## src/rtl/ifid_skid_stage.sv

```systemverilog
// IF/ID pipeline stage built as a 2-entry skid buffer with valid/ready on both sides.
// Flush squashes held entries; a saturating counter tracks decode backpressure cycles.
module ifid_skid_stage #(
  parameter int                  PC_W      = 32,
  parameter int                  INSTR_W   = 32,
  parameter logic [INSTR_W-1:0]  NOP_INSTR = '0,
  parameter int                  CNT_W     = 16
) (
  input  logic               clk_i,
  input  logic               rst_i,
  input  logic               in_valid_i,
  output logic               in_ready_o,
  input  logic [PC_W-1:0]    pc_i,
  input  logic [INSTR_W-1:0] instr_i,
  input  logic               flush_i,
  output logic               out_valid_o,
  input  logic               out_ready_i,
  output logic [PC_W-1:0]    pc_o,
  output logic [INSTR_W-1:0] instr_o,
  output logic [1:0]         count_o,
  output logic [CNT_W-1:0]   stall_cnt_o
);

  localparam logic [1:0] S_EMPTY = 2'd0;
  localparam logic [1:0] S_ONE   = 2'd1;
  localparam logic [1:0] S_FULL  = 2'd2;

  logic [1:0]         r_count;
  logic               r_in_ready;
  logic               r_out_valid;
  logic [PC_W-1:0]    r_head_pc;
  logic [INSTR_W-1:0] r_head_instr;
  logic [PC_W-1:0]    r_skid_pc;
  logic [INSTR_W-1:0] r_skid_instr;
  logic [CNT_W-1:0]   r_stall_cnt;

  logic       w_push;
  logic       w_pop;
  logic [1:0] w_next_count;
  logic       w_head_from_in;
  logic       w_head_from_skid;
  logic       w_skid_from_in;

  function automatic logic [CNT_W-1:0] sat_inc(input logic [CNT_W-1:0] v);
    return (&v) ? v : v + {{(CNT_W-1){1'b0}}, 1'b1};
  endfunction

  always_comb begin
    w_push           = in_valid_i & r_in_ready;
    w_pop            = r_out_valid & out_ready_i;
    w_next_count     = r_count;
    w_head_from_in   = 1'b0;
    w_head_from_skid = 1'b0;
    w_skid_from_in   = 1'b0;
    case (r_count)
      S_EMPTY: begin
        if (w_push) begin
          w_next_count   = S_ONE;
          w_head_from_in = 1'b1;
        end
      end
      S_ONE: begin
        if (w_push && w_pop) begin
          w_head_from_in = 1'b1;
        end else if (w_push) begin
          w_next_count   = S_FULL;
          w_skid_from_in = 1'b1;
        end else if (w_pop) begin
          w_next_count = S_EMPTY;
        end
      end
      S_FULL: begin
        if (w_pop) begin
          w_next_count     = S_ONE;
          w_head_from_skid = 1'b1;
        end
      end
      default: w_next_count = S_EMPTY;
    endcase
    // Flush wins over everything; a pop this cycle has already been taken by decode.
    if (flush_i) begin
      w_next_count     = S_EMPTY;
      w_head_from_in   = 1'b0;
      w_head_from_skid = 1'b0;
      w_skid_from_in   = 1'b0;
    end
  end

  always_ff @(posedge clk_i or posedge rst_i) begin
    if (rst_i) begin
      r_count     <= S_EMPTY;
      r_in_ready  <= 1'b1;
      r_out_valid <= 1'b0;
      r_stall_cnt <= '0;
    end else begin
      r_count     <= w_next_count;
      r_in_ready  <= (w_next_count != S_FULL);
      r_out_valid <= (w_next_count != S_EMPTY);
      if (r_out_valid && !out_ready_i) begin
        r_stall_cnt <= sat_inc(r_stall_cnt);
      end
    end
  end

  // Head drives the outputs directly, so it is cleared to a bubble on reset and flush.
  always_ff @(posedge clk_i or posedge rst_i) begin
    if (rst_i) begin
      r_head_pc    <= '0;
      r_head_instr <= NOP_INSTR;
    end else if (flush_i) begin
      r_head_pc    <= '0;
      r_head_instr <= NOP_INSTR;
    end else if (w_head_from_in) begin
      r_head_pc    <= pc_i;
      r_head_instr <= instr_i;
    end else if (w_head_from_skid) begin
      r_head_pc    <= r_skid_pc;
      r_head_instr <= r_skid_instr;
    end
  end

  always_ff @(posedge clk_i) begin
    if (w_skid_from_in) begin
      r_skid_pc    <= pc_i;
      r_skid_instr <= instr_i;
    end
  end

  assign in_ready_o  = r_in_ready;
  assign out_valid_o = r_out_valid;
  assign pc_o        = r_head_pc;
  assign instr_o     = r_head_instr;
  assign count_o     = r_count;
  assign stall_cnt_o = r_stall_cnt;

endmodule

```

## config.mk

```make
export PLATFORM = sky130hd
export DESIGN_NAME = ifid_skid_stage
export DESIGN_NICKNAME = d
export VERILOG_FILES = /design/src/rtl/ifid_skid_stage.sv
export SDC_FILE = /design/constraint.sdc
export NUM_CORES = 1
export LEC_CHECK = 0
export CAP_MARGIN = 20
export CORE_MARGIN = 4
export CORE_UTILIZATION = 49
export CTS_CLUSTER_SIZE = 14
export DETAILED_ROUTE_END_ITERATION = 7
export PLACE_DENSITY = 0.8
export REMOVE_ABC_BUFFERS = 1
export SLEW_MARGIN = 20
export SYNTH_ARGS = -nofsm -noshare
export SYNTH_HDL_FRONTEND = slang
export SYNTH_SLANG_ARGS = --single-unit
```

## constraint.sdc

```tcl
create_clock -name clk_i -period 8.3 [get_ports clk_i]
set_clock_uncertainty 0.15 [all_clocks]
set_input_delay 1.66 -clock clk_i [delete_from_list [all_inputs] [get_ports clk_i]]
set_output_delay 1.66 -clock clk_i [all_outputs]
set_load 0.05 [all_outputs]
```

==> impl_metrics.toml <==
[route]
ant_nets = 0
drt_wl_total_mm = 14.0
drc = 0
vias = 4132
drtIter0Drc = 342
avgViaCountPerCell = 5.49
drt_first_pass_iters = 4
drt-wirelength-per-cell_um = 18.5

[global_route]
grt_pass1_vias = 4390
antenna_found_initial = 0
gr-total-overflow = 0
track_usage_pct = 20.4
grt_pass1_wl_mm = 22.6
grt_max_degree = 85

[clock_tree]
post_cts_buffers = 0
postCtsResizedCells = 0
clock_sinks = 148
postCtsHoldBufs = 0
clk_latency_ns = 0.41
cts-root-buf = "clkbuf_16"
cts_tree = "built"
clk_pin_slew_ns = 0.06
cts_buffers = 17
clk_path_buf_depth = 2
cts-htree-levels = 4

[worst_setup_path]
crit_arrival_ns = 3.86
cpPeakStageDelay_ns = 0.82
crit_path_top_delay_cell = "buf_4"
cp-start-kind = "input port"
path_class = "input port to flip-flop"
worst-path-buf-inv = 2
cp-startpoint = "in_valid_i"
end_kind = "flip-flop"
worstReg2RegStart = "in_ready_o"
crit_chain = "clkdlybuf4s50_1 -> and3b_1 -> and2_4 -> buf_4 -> mux2i_1 -> o21ai_0"
cp_top_family = "buffers and inverters"
crit_fanout = 64
critPathRequiredTime_ns = 8.41

[floorplanning]
fp-row-count = 39
die_y_um = 118
initial_utilization_pct = 51.0
dieArea_um2 = 14000
die_w_um = 118
fp.coreArea_um2 = 11700
ioPinCount = 153

[power]
ir_drop_uv = 157
leakage_uw = 0.00323
power_density_nw_per_um2 = 257

[sta]
setup_ws_ns = 4.54
drv_slew = 0
finalCritPeriodShare_pct = 45.3
setup_viol = 0
max-slew-margin-rel_pct = 24.9
fmax_ghz = 0.266
rsz0062_at_grt = "no"
worstMarginPinSlew_ns = 1.13
period_needed_ns = 3.76
report.final.hold_viol_count = 0
whs_ns = 0.335

[finish]
layout_commonest_cell = "clkdlybuf4s50_1"
final_cell_mix = "clkdlybuf4s50_1, dfrtp_1, nand2_1"
drive_gt1_share_pct = 7.38
diodes = 0
layout.nets = 667
layout-area-overhead-vs-synth_pct = 36.3
fin_cells = 753
fin_area_um2 = 8110

[yosys]
synthArstFlopShare_pct = 56.8
avgSynthCellArea_um2 = 13.4
yosysSeqAreaShare_pct = 67.7
synth_top_area_share_pct = 34.9
synth_seq_cells = 148
synth_top_flop_cell = "dfrtp_1"
synth_area_leaders = "dfrtp_1, edfxtp_1, mux2i_1"
mappedNetlistArea_um2 = 5950
postSynthCellCount = 445
synth-edff-count = 64
synth_cell_types = 40
synth_warnings = 0
yosysTopAreaCell = "dfrtp_1"

[placed_design]
place_ws_ns = 4.10
post-place-cells = 721
gp_congestion = 0.855
io_buffer_count = 152
place_area_um2 = 7530
hpwl_mm = 8.95

[job]
max-cap-violations = 0

[run_status]
status = "completed"

[worst_hold_path]
hold_path_class = "flip-flop to flip-flop"
hp-start = "pc_o[4]"
-- state kept, by name (all words and copies together) (netlist names) --
register	count
instr_o	32
pc_o	32
r_skid_instr	32
r_skid_pc	32
stall_cnt_o	16
count_o	2
in_ready_o	1
out_valid_o	1
-- tightest hold or removal path, stage by stage (launching register included) --
cell and delay [ns]:
dfrtp_1 0.34, nand2_1 0.05, o21ai_1 0.06
-- final timing paths --
check / endpoint / slack [ns] / depth (start not counted)
setup / recovery: pc_o[30] / 4.54 / 6
hold / removal: pc_o[4] / 0.34 / 2
setup reg to reg: pc_o[30] / 5.75 / 5
hold reg to reg: pc_o[4] / 0.34 / 2
max in group asynchronous: instr_o[17] / 5.81 / 3
min in group asynchronous: instr_o[31] / 1.62 / 3
-- layer usage --
metal	share of wire (%)	global-route usage, %	routed length [um]
met5	0	0	0
met4	1.3	7.11	185
met3	7.5	7.31	1050
met2	47	31.3	6590
met1	44	27.0	6140
-- where the power goes --
group	total [uW]	leakage [uW]	switching [uW]	internal [uW]
Combinational	479	0.00129	309	171
Sequential	875	0.00168	47.7	827
Clock	729	0.000272	286	443
Total	2080	0.00323	643	1440
-- kinds of logic (layout without fill, tap and decap cells) --
group           Yosys count  after routing  synth area share [%]
xor+xnor                 14             14                  2.06
fa+ha+maj                 1              1                 0.210
compound gates           82             82                  7.47
flops                   148            148                  67.7
simple gates            108            108                  8.54
buf+inv                  27            192                  3.09
mux                      65             65                  11.0
-- stage by stage --
step,util (%),total power (uW),TNS (ns)
floorplan,-,1180,-28.47
global placement,64.6,1360,0
detailed placement,64.6,1370,0
CTS,69.5,2100,0
global route,69.5,2170,0
finish,69.5,2080,0
-- synthesized netlist by cell type (all sizes together), types with 4 or more instances --
master and number:
and2 4, a21oi 10, mux2i 64, o21ai 65, edfxtp 64, xnor2 6, buf 23, dfrtp 83
and3 5, nand4 6, xor2 8, nand2 73, nand3 4
-- area by class of cell --
| type | instances | area (um^2) |
|---|---|---|
| sequential | 148 | 4030 |
| fill | 837 | 3560 |
| multi-input combinational | 270 | 1760 |
| timing repair buffer | 157 | 1560 |
| clock buffer | 24 | 492 |
| tap | 143 | 179 |
| clock inverter | 8 | 76.3 |
| inverter | 3 | 12.5 |
Note: power is estimated with default switching activity, not from simulation.
